<file path="src/rtl/sisc_ctrl_mc.sv">
// Multicycle control FSM for the SISC datapath.
// It drives the instruction/data memory handshakes, the datapath selects, the
// register-file and data-memory write enables and the PC update. It also has a
// memory-wait timeout that leads to FAULT.
module sisc_ctrl_mc #(
    parameter int unsigned OP_W    = 4,
    parameter int unsigned CC_W    = 4,
    parameter int unsigned IMM_MM  = 8,
    parameter int unsigned TIMEOUT = 15
) (
    input  logic            clk,
    input  logic            rst,
    input  logic            start,
    input  logic [OP_W-1:0] opcode,
    input  logic [CC_W-1:0] mm,
    input  logic [CC_W-1:0] stat,
    input  logic            imem_ack,
    input  logic            dmem_ack,
    output logic            imem_req,
    output logic            dmem_req,
    output logic            ir_load,
    output logic            pc_write,
    output logic            pc_sel,
    output logic            br_sel,
    output logic            rb_sel,
    output logic [1:0]      alu_op,
    output logic [1:0]      wb_sel,
    output logic            rf_we,
    output logic            dm_we,
    output logic            mux_16_sel,
    output logic            swap_ctrl,
    output logic            retire,
    output logic            halted,
    output logic            fault,
    output logic [3:0]      state
);

    localparam int unsigned CNT_W = (TIMEOUT < 2) ? 1 : $clog2(TIMEOUT + 1);

    localparam logic [OP_W-1:0] OP_NOOP = OP_W'(0);
    localparam logic [OP_W-1:0] OP_LOD  = OP_W'(1);
    localparam logic [OP_W-1:0] OP_STR  = OP_W'(2);
    localparam logic [OP_W-1:0] OP_SWP  = OP_W'(3);
    localparam logic [OP_W-1:0] OP_BRA  = OP_W'(4);
    localparam logic [OP_W-1:0] OP_BRR  = OP_W'(5);
    localparam logic [OP_W-1:0] OP_BNE  = OP_W'(6);
    localparam logic [OP_W-1:0] OP_BNR  = OP_W'(7);
    localparam logic [OP_W-1:0] OP_ALU  = OP_W'(8);
    localparam logic [OP_W-1:0] OP_HLT  = OP_W'(15);

    typedef enum logic [3:0] {
        S_IDLE   = 4'd0,
        S_FETCH  = 4'd1,
        S_DECODE = 4'd2,
        S_EXEC   = 4'd3,
        S_MEM    = 4'd4,
        S_WB     = 4'd5,
        S_WB2    = 4'd6,
        S_HALT   = 4'd7,
        S_FAULT  = 4'd8
    } state_t;

    state_t           state_q, state_n;
    logic [CNT_W-1:0] wait_cnt;
    logic             imm, cond, timed_out, is_ldst, is_rb;
    logic [1:0]       exec_alu_op;

    assign state     = state_q;
    assign imm       = (mm == CC_W'(IMM_MM));
    assign cond      = |(stat & mm);
    assign timed_out = (TIMEOUT != 0) && (wait_cnt == CNT_W'(TIMEOUT));
    assign is_ldst   = (opcode == OP_LOD) || (opcode == OP_STR);
    assign is_rb     = (opcode == OP_STR) || (opcode == OP_SWP);
    // ALU ops select reg/imm operand; loads/stores select reg/imm address add.
    assign exec_alu_op = (opcode == OP_ALU) ? {1'b0, imm} :
                         is_ldst            ? {1'b1, imm} : 2'b00;

    // State register and wait counter; the counter restarts on every state change.
    always_ff @(posedge clk) begin
        if (rst) begin
            state_q  <= S_IDLE;
            wait_cnt <= '0;
        end else begin
            state_q <= state_n;
            if (state_n != state_q)
                wait_cnt <= '0;
            else if ((imem_req && !imem_ack) || (dmem_req && !dmem_ack))
                wait_cnt <= wait_cnt + CNT_W'(1);
        end
    end

    // Next-state and control outputs decoded from state and IR fields.
    always_comb begin
        state_n    = state_q;
        imem_req   = 1'b0;
        dmem_req   = 1'b0;
        ir_load    = 1'b0;
        pc_write   = 1'b0;
        pc_sel     = 1'b0;
        br_sel     = 1'b0;
        rb_sel     = 1'b0;
        alu_op     = 2'b00;
        wb_sel     = 2'b00;
        rf_we      = 1'b0;
        dm_we      = 1'b0;
        mux_16_sel = 1'b0;
        swap_ctrl  = 1'b0;
        retire     = 1'b0;
        halted     = 1'b0;
        fault      = 1'b0;
        case (state_q)
            S_IDLE: begin
                if (start) state_n = S_FETCH;
            end
            S_FETCH: begin
                imem_req = 1'b1;
                if (imem_ack) begin
                    ir_load  = 1'b1;
                    pc_write = 1'b1;
                    state_n  = S_DECODE;
                end else if (timed_out) begin
                    state_n = S_FAULT;
                end
            end
            S_DECODE: begin
                rb_sel = is_rb;
                case (opcode)
                    OP_NOOP: begin
                        retire  = 1'b1;
                        state_n = S_FETCH;
                    end
                    OP_BRA, OP_BRR, OP_BNE, OP_BNR: begin
                        if (((opcode == OP_BRA) || (opcode == OP_BRR)) ? cond : !cond) begin
                            pc_write = 1'b1;
                            pc_sel   = 1'b1;
                            br_sel   = (opcode == OP_BRA) || (opcode == OP_BNE);
                        end
                        retire  = 1'b1;
                        state_n = S_FETCH;
                    end
                    OP_LOD, OP_STR, OP_SWP, OP_ALU: state_n = S_EXEC;
                    OP_HLT:  state_n = S_HALT;
                    default: state_n = S_FAULT;
                endcase
            end
            S_EXEC: begin
                alu_op = exec_alu_op;
                rb_sel = is_rb;
                if (opcode == OP_SWP) begin
                    swap_ctrl = 1'b1;
                    wb_sel    = 2'd2;
                end
                state_n = (opcode == OP_ALU) ? S_WB : S_MEM;
            end
            S_MEM: begin
                dmem_req   = 1'b1;
                mux_16_sel = imm;
                alu_op     = exec_alu_op;
                rb_sel     = is_rb;
                if (dmem_ack) begin
                    if (opcode == OP_STR) begin
                        dm_we   = 1'b1;
                        retire  = 1'b1;
                        state_n = S_FETCH;
                    end else if (opcode == OP_SWP) begin
                        rf_we   = 1'b1;
                        wb_sel  = 2'd2;
                        state_n = S_WB;
                    end else begin
                        state_n = S_WB;
                    end
                end else if (timed_out) begin
                    state_n = S_FAULT;
                end
            end
            S_WB: begin
                rf_we = 1'b1;
                if (opcode == OP_SWP) begin
                    wb_sel  = 2'd3;
                    state_n = S_WB2;
                end else begin
                    wb_sel  = (opcode == OP_LOD) ? 2'd1 : 2'd0;
                    retire  = 1'b1;
                    state_n = S_FETCH;
                end
            end
            S_WB2: begin
                rf_we   = 1'b1;
                wb_sel  = 2'd3;
                retire  = 1'b1;
                state_n = S_FETCH;
            end
            S_HALT:  halted = 1'b1;
            S_FAULT: fault  = 1'b1;
            default: state_n = S_IDLE;
        endcase
    end

endmodule

</file>
<file path="config.mk">
export PLATFORM = sky130hd
export DESIGN_NAME = sisc_ctrl_mc
export DESIGN_NICKNAME = d
export VERILOG_FILES = /design/src/rtl/sisc_ctrl_mc.sv
export SDC_FILE = /design/constraint.sdc
export NUM_CORES = 1
export LEC_CHECK = 0
export ABC_CLOCK_PERIOD_IN_PS = 3100
export CAP_MARGIN = 10
export CORE_MARGIN = 4
export CORE_UTILIZATION = 46
export CTS_CLUSTER_DIAMETER = 80
export CTS_CLUSTER_SIZE = 20
export DETAILED_ROUTE_END_ITERATION = 6
export PLACE_DENSITY = 0.89
export SKIP_LAST_GASP = 1
export SYNTH_ARGS = -nofsm -noshare
export SYNTH_HDL_FRONTEND = slang
export SYNTH_SLANG_ARGS = --single-unit
</file>
<file path="constraint.sdc">
create_clock -name clk -period 3.1 [get_ports clk]
set_input_delay 0.62 -clock clk [delete_from_list [all_inputs] [get_ports clk]]
set_output_delay 0.62 -clock clk [all_outputs]
set_load 0.02 [all_outputs]
</file>
==> results.toml <==
[floorplanning]
ios = 39
coreArea_sq_um = 1960
die_area_sq_um = 2850
die_y_um = 53.4
chipWidth_um = 53.4
start_util = 0.483
rows = 16

[place]
post-dp-hpwl_um = 2530
gp_congestion = 0.919
placed_area_sq_um = 1440
port-buffer-count = 38
numPlacedInstances = 198

[pwr]
power.switching_mw = 0.121
p_comb_frac = 0.435
clock_power_share = 0.246
p_int_mw = 0.227
pwr_density_cell_nw_per_um2 = 237
p_sw_frac = 0.347
leakagePower_nw = 0.633
p_seq_frac = 0.319
ir_drop_mv = 0.195

[detailed_routing]
drcViolationCount = 0
vias_per_cell = 5.95
drt-pass1-iter-count = 4
first_iter_violations = 26
ant_nets = 0
vias = 1195
wirelength_um = 3200
avgRoutedWirePerCell_um = 15.9

[layout]
drive_gt1_frac = 0.172
fin_area_sq_um = 1470
area_growth_syn_to_layout_pct = 55.0
final_cell_mix = "clkdlybuf4s50_1 (27), buf_4 (15), nor2_1 (13)"
diodes = 0
nets = 194
finalNonFillerCells = 201
layout_commonest_cell = "clkdlybuf4s50_1"

[sta]
max_slew.worst_pin.slew_ps = 731
final_max_slew_viol_count = 0
rsz0062_at_grt = "true"
skew_ps = 2.61
hold_viol_final = 0
period_minus_slack_ps = 2960
slew_headroom = 0.506
fin_crit_sh = 0.955
setup_viol = 0
max_freq_mhz = 338

[run]
max_cap_viol_count = 0

[worst_setup_path]
critPathMaxFanout = 12
required_ps = 2480
cp-end-kind = "output pin"
crit_path_start_kind = "primary input"
path_class = "primary input to output pin"
cp.arrival_ps = 2340

[global_route]
grt_usage = 0.242
grt_pass1_vias = 1138
overflow = 0
grt_pass1_wl_um = 5070
antenna_found_initial = 0
grt_max_degree = 15

[logic_synthesis]
syn_nets = 145
synth_seq_cells = 8
synth-edff-count = 0
synth.avg_cell_area_sq_um = 7.47
syn_inst = 127
ys.flop_type = "dfxtp_1"
ys_seq_area_frac = 0.169
syn_area_sq_um = 948
ys.warnings.count = 0
async_reset_ff_frac = 0
synth_cell_types = 51

[clocking]
insertion_delay_ps = 270
cts_tree = "built"
h-tree-depth = 1
numCtsBuffers = 3
post_cts_buffers = 0
path_clk_slew_ps = 50
cts_sinks = 8
holdBufCountCts = 0
clockRootBuffer = "clkbuf_4"
cts_buffer_depth = 2

[outcome]
status = "finished clean"

[hold_path]
hold_path.class = "flip-flop to flip-flop"
[repair_timing]
action	in CTS	in global routing
endpoints found under the setup margin	9	4
endpoints found under the hold margin	0	0
resized for setup	11	4
[registers in the layout, summed over array words and instances, names as in the netlist]
signal,count
state,4
wait_cnt,4
[kinds of logic (layout without fill, tap and decap cells)]
family | after synthesis | count (layout) | synth area share
AOI/OAI and AO/OA | 34 | 34 | 0.264
DFF | 8 | 8 | 0.169
xor gates and xnor gates | 7 | 7 | 0.0646
and+or+nand+nor | 59 | 59 | 0.391
buffers and inverters | 14 | 61 | 0.0567
muxes | 4 | 4 | 0.0422
adders and majority gates | 1 | 1 | 0.0132
[layer usage]
layer	GRT usage	wire (um)	up-vias
li1	-	-	573
met4	0.106	65	0
met1	0.277	1320	551
met5	0	0	-
met3	0.0648	258	8
met2	0.414	1560	63
[layout make-up]
class / instances / area (sq um)
clock buffer: 3 / 22.5
fill: 151 / 492
inverter: 5 / 18.8
multi-input combinational: 105 / 747
sequential: 8 / 161
tap: 27 / 33.8
timing repair buffer: 53 / 487
[cells in the mapped netlist, types with 3 or more instances]
library cell   n  area share
nor4b_1        3       0.028
nor2_1        13       0.051
inv_1          5       0.020
nor3_1         3       0.016
xnor2_1        4       0.037
dfxtp_1        8        0.17
o21ai_0        3       0.016
a31oi_1        4       0.026
a211oi_1       6       0.047
mux2i_1        4       0.042
nor4bb_1       3       0.032
nand2b_1       5       0.033
nand2_1        7       0.028
or2_2          3       0.020
clkbuf_1       7       0.028
xor2_1         3       0.028
a21oi_1        7       0.037
[worst max-delay path, stage by stage]
cell and delay [ps]:
clkdlybuf4s50_1 480, buf_4 180, nor2_1 80, o311ai_1 240, a21oi_1 130, or2_2 280, dlygate4sd2_1 320
[stage by stage]
step / setup WS (ps) / total power [mW] / setup TNS, ps / hold WS, ps / util
2_1_floorplan: 273 / 0.194 / 0 / 519 / -
3_3_place_gp: -134 / 0.256 / -625 / 537 / 0.734
3_5_place_dp: -196 / 0.263 / -1140 / 558 / 0.734
4_1_cts: 28.1 / 0.346 / 0 / 568 / 0.746
5_1_grt: -21.0 / 0.364 / -21.0 / 594 / 0.749
6_report: 139 / 0.348 / 0 / 566 / 0.749
[final timing paths]
kind	start	end	slack, ps	cells past startpoint
setup reg to reg	state[2]	wait_cnt[2]	610	6
hold / removal	wait_cnt[1]	wait_cnt[1]	570	2
hold reg to reg	wait_cnt[1]	wait_cnt[1]	570	2
setup / recovery	opcode[1]	retire	140	7
[power by group through the flow]
stage / clock network (mW) / registers, mW / logic, mW
finish: 0.0855 / 0.111 / 0.151
global route: 0.0908 / 0.111 / 0.162
CTS: 0.0854 / 0.111 / 0.150
detailed placement: 0 / 0.113 / 0.150
global placement: 0 / 0.112 / 0.144
floorplan: 0 / 0.116 / 0.0781
Note: power is estimated with default switching activity, not from simulation.
